<file path="config.mk">
export PLATFORM = sky130hd
export DESIGN_NAME = rca16_accumulator
export DESIGN_NICKNAME = d
export VERILOG_FILES = /design/src/rtl/rca16_pkg.sv /design/src/rtl/ripplecarryadder16bit.sv /design/src/rtl/rca16_accumulator.sv
export SDC_FILE = /design/constraint.sdc
export NUM_CORES = 1
export LEC_CHECK = 0
export ABC_AREA = 1
export CAP_MARGIN = 10
export CELL_PAD_IN_SITES_DETAIL_PLACEMENT = 1
export CELL_PAD_IN_SITES_GLOBAL_PLACEMENT = 1
export CORE_MARGIN = 8
export CORE_UTILIZATION = 40
export DETAILED_ROUTE_END_ITERATION = 16
export GPL_ROUTABILITY_DRIVEN = 0
export MAX_ROUTING_LAYER = met4
export PLACE_DENSITY_LB_ADDON = 0.08
export SLEW_MARGIN = 10
export SYNTH_ARGS = -nofsm -noshare
export SYNTH_HDL_FRONTEND = slang
export SYNTH_SLANG_ARGS = --single-unit
</file>
<file path="constraint.sdc">
create_clock -name clk -period 15.3 [get_ports clk]
set_input_delay 2.295 -clock clk [delete_from_list [all_inputs] [get_ports clk]]
set_output_delay 2.295 -clock clk [all_outputs]
set_load 0.01 [all_outputs]
</file>
<file path="src/rtl/rca16_pkg.sv">
// Shared types and constants for the 16-bit ripple-carry adder family.
package rca16_pkg;

  localparam int RCA_WIDTH = 16;

  typedef logic [RCA_WIDTH-1:0] rca_word_t;

  typedef enum logic [1:0] {
    ACC_IDLE,
    ACC_ACCUM,
    ACC_DONE
  } acc_state_t;

endpackage : rca16_pkg

</file>
<file path="src/rtl/ripplecarryadder16bit.sv">
// 16-bit ripple-carry adder: sum = a + b + cin, carry-out on cout.
// Purely combinational; the carry ripples bit by bit from LSB to MSB.
module ripplecarryadder16bit
  import rca16_pkg::*;
(
  input  logic [RCA_WIDTH-1:0] a,
  input  logic [RCA_WIDTH-1:0] b,
  input  logic                 cin,
  output logic [RCA_WIDTH-1:0] sum,
  output logic                 cout
);

  logic [RCA_WIDTH:0] carry;

  // Full-adder chain; carry[i] feeds bit i, carry[i+1] is its carry-out.
  always_comb begin
    // NOTE: every signal written here gets a value on every path, first thing,
    // so no latch can be inferred.
    carry    = '0;
    sum      = '0;
    carry[0] = cin;
    for (int i = 0; i < RCA_WIDTH; i++) begin
      sum[i]     = a[i] ^ b[i] ^ carry[i];
      carry[i+1] = (a[i] & b[i]) | (carry[i] & (a[i] ^ b[i]));
    end
    cout = carry[RCA_WIDTH];
  end

endmodule : ripplecarryadder16bit

</file>
<file path="src/rtl/rca16_accumulator.sv">
// Multi-operand accumulator on top of ripplecarryadder16bit.
// Takes a packet of operands over a valid/ready stream (one per cycle),
// sums them and presents sum, sticky carry, operand count and a truncation
// flag on a valid/ready result port.
// Build option: define RCA16_ACC_SATURATE_EN to clamp the accumulator to
// all-ones on any carry-out instead of wrapping.
module rca16_accumulator
  import rca16_pkg::*;
#(
  parameter  int WIDTH   = 16,
  parameter  int MAX_OPS = 255,
  localparam int CNT_W   = $clog2(MAX_OPS + 1)
) (
  input  logic             clk,
  input  logic             rst_n,
  input  logic             in_valid,
  output logic             in_ready,
  input  logic [WIDTH-1:0] in_data,
  input  logic             in_last,
  output logic             out_valid,
  input  logic             out_ready,
  output logic [WIDTH-1:0] out_sum,
  output logic             out_carry,
  output logic [CNT_W-1:0] out_count,
  output logic             out_trunc
);

  localparam logic [CNT_W-1:0] MAX_OPS_C = CNT_W'(MAX_OPS);
  localparam logic             SINGLE_OP = (MAX_OPS == 1);

  acc_state_t       state;
  acc_state_t       state_next;
  logic             run;
  logic [WIDTH-1:0] acc;
  logic [WIDTH-1:0] acc_next;
  logic [CNT_W-1:0] count;
  logic [CNT_W-1:0] count_inc;
  logic             carry;
  logic             trunc;
  logic [WIDTH-1:0] add_sum;
  logic             add_cout;
  logic             beat;
  logic             at_limit;

  // run is 0 only while in reset and until the first clock edge after release,
  // which keeps in_ready low during that window.
  assign in_ready  = run & (state != ACC_DONE);
  assign out_valid = (state == ACC_DONE);
  assign beat      = in_valid & in_ready;
  assign count_inc = count + CNT_W'(1);
  assign at_limit  = (count_inc == MAX_OPS_C);

  assign out_sum   = acc;
  assign out_carry = carry;
  assign out_count = count;
  assign out_trunc = trunc;

  ripplecarryadder16bit u_adder (
    .a    (acc),
    .b    (in_data),
    .cin  (1'b0),
    .sum  (add_sum),
    .cout (add_cout)
  );

`ifdef RCA16_ACC_SATURATE_EN
  // Clamp on overflow; all-ones plus anything nonzero carries again, so the
  // accumulator stays pinned for the rest of the packet.
  assign acc_next = add_cout ? '1 : add_sum;
`else
  // Plain modulo-2^WIDTH wrap.
  assign acc_next = add_sum;
`endif

  // State register.
  always_ff @(posedge clk or negedge rst_n) begin
    // NOTE: sequential state uses non-blocking assignments so every flop
    // samples pre-edge values regardless of block evaluation order.
    if (!rst_n) state <= ACC_IDLE;
    else        state <= state_next;
  end

  // Next-state decode: packet end on in_last or when the operand limit is hit.
  always_comb begin
    state_next = state;
    case (state)
      ACC_IDLE:  if (beat) state_next = (in_last || SINGLE_OP) ? ACC_DONE : ACC_ACCUM;
      ACC_ACCUM: if (beat && (in_last || at_limit)) state_next = ACC_DONE;
      ACC_DONE:  if (out_ready) state_next = ACC_IDLE;
      default:   state_next = ACC_IDLE;
    endcase
  end

  // Datapath: load on first beat, accumulate on later beats, clear on handoff.
  always_ff @(posedge clk or negedge rst_n) begin
    if (!rst_n) begin
      run   <= 1'b0;
      acc   <= '0;
      count <= '0;
      carry <= 1'b0;
      trunc <= 1'b0;
    end else begin
      run <= 1'b1;
      case (state)
        ACC_IDLE: begin
          if (beat) begin
            acc   <= in_data;
            count <= CNT_W'(1);
            carry <= 1'b0;
            trunc <= 1'b0;
          end
        end
        ACC_ACCUM: begin
          if (beat) begin
            acc   <= acc_next;
            count <= count_inc;
            carry <= carry | add_cout;
            trunc <= ~in_last & at_limit;
          end
        end
        ACC_DONE: begin
          if (out_ready) begin
            acc   <= '0;
            count <= '0;
            carry <= 1'b0;
            trunc <= 1'b0;
          end
        end
        default: ;
      endcase
    end
  end

endmodule : rca16_accumulator
</file>
==> results of run 1 <==
## worst max path at each step
stage | end | slack, ns | cells after the start
after floorplan | out_sum[15] | 7.21 | 20
after global placement | out_sum[15] | 6.52 | 21
after detailed placement | out_sum[15] | 6.36 | 21
after CTS | out_sum[15] | 6.67 | 21
after global routing | out_sum[15] | 6.51 | 21
final | out_sum[15] | 6.71 | 21
## layer usage
metal  up-vias  track usage [%]  routed length, um
met1       841             17.4               2290
met3         4             3.40                187
li1        816                -                  -
met4         0             3.76                 41
met2        30             27.1               2660
met5         -                -                  0
## power by group through the flow
| stage | clock, mW | combinational (mW) | sequential, mW |
|---|---|---|---|
| final | 0.0653 | 0.261 | 0.123 |
| after floorplan | 0 | 0.165 | 0.129 |
| after global routing | 0.0710 | 0.296 | 0.126 |
| after CTS | 0.0681 | 0.268 | 0.124 |
| after detailed placement | 0 | 0.267 | 0.124 |
| after global placement | 0 | 0.258 | 0.125 |
## layout make-up
type                    instances  area, um^2  share of cell area, %
inverters                      47         176                   6.70
well taps                      70        87.6                   3.33
clock buffers                   7        86.3                   3.28
repair buffers                 49         488                   18.5
flip-flops and latches         29         726                   27.6
multi-input cells             145        1070                   40.6
## stage by stage
step / cells / total power [mW]
5_1_grt: 347 / 0.493
4_1_cts: 347 / 0.460
3_5_place_dp: 340 / 0.391
2_1_floorplan: 228 / 0.294
3_3_place_gp: 340 / 0.382
6_report: 347 / 0.449
## placed cells by master (no fill, tap or decap), types with 3 or more instances in the layout
master / instances
nand2_1: 49
clkdlybuf4s50_1: 48
inv_1: 46
nand3_1: 29
dfrtp_1: 29
fa_1: 15
nor2_1: 10
o211ai_1: 7
ha_1: 7
o21ai_0: 6
o211ai_2: 6
clkbuf_8: 6
o22ai_2: 4
nand4_1: 3
## tightest hold or removal path: stages, from the launching register on
cell and delay (ns):
dfrtp_1 0.35, nand2_1 0.05, o21ai_0 0.06
## registers in the layout, summed over array words and instances (netlist names)
register / count
out_sum: 16
out_trunc: 1
out_carry: 1
state: 2
out_count: 8
run: 1
## logic make-up after synthesis
family                   Yosys count  share of synthesized area, %
AO/OA/AOI/OAI                     27                          11.9
adder cells (fa/ha/maj)           22                          19.3
buffers and inverters             54                          11.0
flip-flops                        29                          36.0
other                              1                         0.186
AND/OR/NAND/NOR                   95                          21.6
==> flow_metrics.tcl, run 1 <==
set metrics [dict create \
    outcome "finished clean" \
    end_kind "flip-flop" \
    yosysMostFrequentCell "nand2_1" \
    first_global_vias 1934 \
    drt_pre_antenna_iters 4 \
    path_max_fanout 2 \
    peakVddDrop_mv 0.0745 \
    core-area_um2 4980 \
    area_delta_synth_final_pct 30.6 \
    hold_violations 0 \
    holdCritPathClass "reg -> reg" \
    path_cells "clkdlybuf4s50_1 -> ha_1 -> fa_1 -> inv_1 -> fa_1 -> fa_1 -> fa_1 -> fa_1 -> fa_1 -> fa_1 -> fa_1 -> fa_1 -> fa_1 -> fa_1 -> fa_1 -> fa_1 -> inv_1 -> fa_1 -> inv_1 -> fa_1 -> o211ai_2" \
    syn_nets 271 \
    worstPathArrival_ns 8.75 \
    clock-sinks 29 \
    r2r-end "out_sum[15]" \
    crit_path_frequent_cell "fa_1" \
    numPortBuffers 48 \
    viasPerCell 4.87 \
    grt.overflow.total 0 \
    hold_end "out_trunc" \
    intPower_mw 0.247 \
    drt-initial-drc-count 40 \
    grt_pass1_wl_um 8980 \
    whs_ns 0.493 \
    critPathRequiredTime_ns 15.46 \
    dieArea_um2 7560 \
    cp_slowest_cell "fa_1" \
    clkPwrFrac_pct 14.5 \
    htreeDepth 2 \
    synth_cells 228 \
    timing.rr.start "out_sum[0]" \
    drive_gt1_share_pct 8.30 \
    slew_viol_final 0 \
    ys.flop_type "dfrtp_1" \
    crit_buf_inv 4 \
    rows 26 \
    path_clk_slew_ns 0.06 \
    cts-resized-gates 0 \
    cp_top_family "adder cells" \
    maxCapViolCount 0 \
    start_kind "input port" \
    cpPeakStageDelay_ns 0.50 \
    dp_hpwl_um 3880 \
    startpoint "in_data[0]" \
    yosysWarnings 0 \
    p_per_area_nw_per_um2 171 \
    grt_max_degree 30 \
    start_util_pct 40.5 \
    clockBufferDepth 2 \
    drc_errors 0 \
    antenna_found_initial 0 \
    yosys.cell_types.count 26 \
    grt_setup_unrepaired "no" \
    antenna_cells 0 \
    cts_setup_buffers 0 \
    slew-limit-headroom_pct 62.6 \
    synth_top_area_cell "dfrtp_1" \
    syn_area_um2 2010 \
    fillers 601 \
    cts_tree "yes" \
    worst-r2r-setup-slack_ns 8.80 \
    post_drt_wl_per_cell_um 14.9 \
    finalCriticalPeriod_ns 8.59 \
    cts_root_buf "clkbuf_8" \
    syn_area_per_cell_um2 8.84 \
    utilization_pct 52.9 \
    totalWireLength_um 5180 \
    track_usage_pct 15.4 \
    ys_seq_area_share_pct 36.0 \
    synthArstFlopShare_pct 100 \
    die_h_um 87.0 \
    placed_area_um2 2540 \
    switching_share_pct 45.1 \
    fin_nets 320 \
    pwr-share-seq_pct 27.4 \
    dp_slack_ns 6.36 \
    clk_latency_ns 0.28 \
    post-route-period-util_pct 56.1 \
    synthTopCellsByCount "nand2_1, inv_1, dfrtp_1, nand3_1, fa_1" \
    setup_viol 0 \
    fmax_ghz 0.116 \
    ys_top_cells_by_area "dfrtp_1, fa_1, nand2_1, inv_1, nand3_1" \
    synth_top_area_share_pct 36.0 \
    io-pin-count 49 \
    synth_edf_count 0 \
    layout_setup_ws_ns 6.71 \
    whs_path_depth 2 \
    hold_buffers 0 \
    vias 1691 \
    setup_tns_ns 0 \
    worst_slew_pin_slew_ns 0.560 \
    die_w_um 87.0 \
    fin_skew_ns 0.00280 \
    p_leak_nw 1.17 \
    critPathKind "in -> reg" \
    design_area_um2 2630 \
    ys_ff_latch 29 \
    hp-start "out_trunc" \
    combPwrFrac_pct 58.0 \
    cts-buffers-inserted 5 \
    p_switching_mw 0.203 \
    postRouteAntennaNets 0 \
    reg2reg_depth 20 \
]
Power figures use the tool's default switching activity.
==> run 2, diff against run 1 <==
CORE_UTILIZATION = 33   (was 40)
clock period = 7.3 ns   (was 15.3 ns; I/O delays follow)
==> run 2 against run 1 <==
  * Register-to-register slack lost 7.6 ns
  * Via count decreased by 1.2%
  * Largest cell class unchanged
  * Sequential power is 110% higher
  * Largest power group unchanged
  * Critical endpoint unchanged
  * Highest routed layer unchanged
  * Power grew 120%
  * Flip-flop and latch count did not move
  * Combinational power rose by 120%
  * Clock-buffer cell count unchanged
  * Worst hold slack improved by 0.017 ns
==> flow_metrics.tcl, run 2 (synthesis results as in run 1) <==
set metrics [dict create \
    clock-sinks 29 \
    core-area_um2 5920 \
    clockBufferDepth 2 \
    setup_tns_ns 0 \
    grt.overflow.total 0 \
    fin_skew_ns 0.00718 \
    cpPeakStageDelay_ns 0.49 \
    dp_hpwl_um 3940 \
    worstPathArrival_ns 7.20 \
    cts_setup_buffers 0 \
    multi_input_area_um2 1080 \
    path_clk_slew_ns 0.07 \
    seqCellArea_um2 726 \
    drive_gt1_share_pct 11.5 \
    drt-initial-drc-count 44 \
    dp_slack_ns -0.366 \
    hold_end "out_trunc" \
    postRouteAntennaNets 0 \
    fin_nets 320 \
    worst-r2r-setup-slack_ns 1.16 \
    slew_viol_final 0 \
    holdCritPathClass "reg -> reg" \
    hp-start "out_trunc" \
    grt_setup_unrepaired "no" \
    viasPerCell 4.73 \
    grt_max_degree 30 \
    cp_top_family "adder cells" \
    rows 28 \
    layout_setup_ws_ns 0.254 \
    grt_pass1_wl_um 9180 \
    reg2reg_depth 20 \
    antenna_found_initial 0 \
    outcome "finished clean" \
    hold_buffers 0 \
    fillers 712 \
    peakVddDrop_mv 0.157 \
    track_usage_pct 13.7 \
    post-route-period-util_pct 96.5 \
    totalWireLength_um 5450 \
    critPathKind "in -> reg" \
    maxCapViolCount 0 \
    post_drt_wl_per_cell_um 15.4 \
    p_per_area_nw_per_um2 365 \
    total_power_mw 0.975 \
    whs_ns 0.511 \
    first_global_vias 1848 \
    path_max_fanout 2 \
    critPathRequiredTime_ns 7.46 \
    fmax_ghz 0.142 \
    cts_root_buf "clkbuf_8" \
    largest_reg_flops 16 \
    r2r-end "out_sum[15]" \
    start_util_pct 34.0 \
    dieArea_um2 8860 \
    antenna_cells 0 \
    crit_path_frequent_cell "fa_1" \
    numPortBuffers 48 \
    vias 1671 \
    layout_commonest_cell "nand2_1" \
    end_kind "flip-flop" \
    final_cell_mix "nand2_1, clkdlybuf4s50_1, inv_1" \
    cts-resized-gates 2 \
    finalCriticalPeriod_ns 7.05 \
    clk_latency_ns 0.28 \
    hold_violations 0 \
    timing.rr.start "out_sum[0]" \
    cp_slowest_cell "fa_1" \
    setup_viol 0 \
    die_h_um 94.1 \
    cts_tree "yes" \
    path_cells "clkdlybuf4s50_1 -> ha_1 -> fa_1 -> inv_1 -> fa_1 -> fa_1 -> fa_2 -> fa_2 -> fa_2 -> fa_1 -> fa_2 -> fa_2 -> fa_2 -> fa_2 -> fa_1 -> fa_1 -> inv_1 -> fa_1 -> inv_1 -> fa_1 -> o211ai_2" \
    start_kind "input port" \
    drt_pre_antenna_iters 4 \
    slew-limit-headroom_pct 60.9 \
    io-pin-count 49 \
    htreeDepth 2 \
    die_w_um 94.1 \
    area_delta_synth_final_pct 32.5 \
    worst_slew_pin_slew_ns 0.585 \
    p_leak_nw 1.18 \
    drc_errors 0 \
    whs_path_depth 2 \
    cts-buffers-inserted 5 \
    crit_buf_inv 4 \
]
## run 2: worst max path at each step
stage | start | to | slack, ns | cells past startpoint
final | in_data[0] | out_sum[15] | 0.25 | 21
after global routing | in_data[0] | out_sum[15] | 0.04 | 21
after CTS | in_data[0] | out_sum[15] | 0.03 | 21
after detailed placement | in_data[0] | out_sum[15] | -0.37 | 21
after global placement | in_data[0] | out_sum[15] | -0.28 | 21
after floorplan | in_data[0] | out_sum[15] | 0.41 | 20
## run 2: routing by layer
metal | vias up | wire length, um | track usage (%)
met5 | - | 0 | -
met4 | 0 | 79 | 5.42
met3 | 5 | 184 | 2.16
met2 | 37 | 2600 | 21.4
met1 | 815 | 2590 | 17.3
li1 | 814 | - | -
## run 2: power breakdown
part           switching, mW  total, mW  internal [mW]  leakage (nW)
Combinational          0.328      0.564          0.236         0.749
Clock                 0.0670      0.152         0.0852        0.0542
Sequential            0.0461      0.259          0.213         0.378
## run 2: area by class of cell
cell class              instances  share of cell area [%]
multi-input cells             145                    40.6
flip-flops and latches         29                    27.2
repair buffers                 49                    18.3
inverters                      47                    6.61
clock buffers                   7                    3.61
well taps                      75                    3.51
clock inverters                 1                   0.187
## run 2: metrics by stage
step	instances	area (um^2)	utilization (%)
CTS	353	2660	44.9
floorplan	228	2010	-
finish	353	2670	45.1
detailed placement	345	2550	43.1
global placement	345	2550	43.1
global route	353	2670	45.1
## run 2: worst register-to-register path, delay by kind of cell, from the launching register on
kind	cells	cell delay, ns
DFF	1	0.38
adders and majority gates	16	5.37
buffers and inverters	3	0.18
AOI/OAI and AO/OA	1	0.09
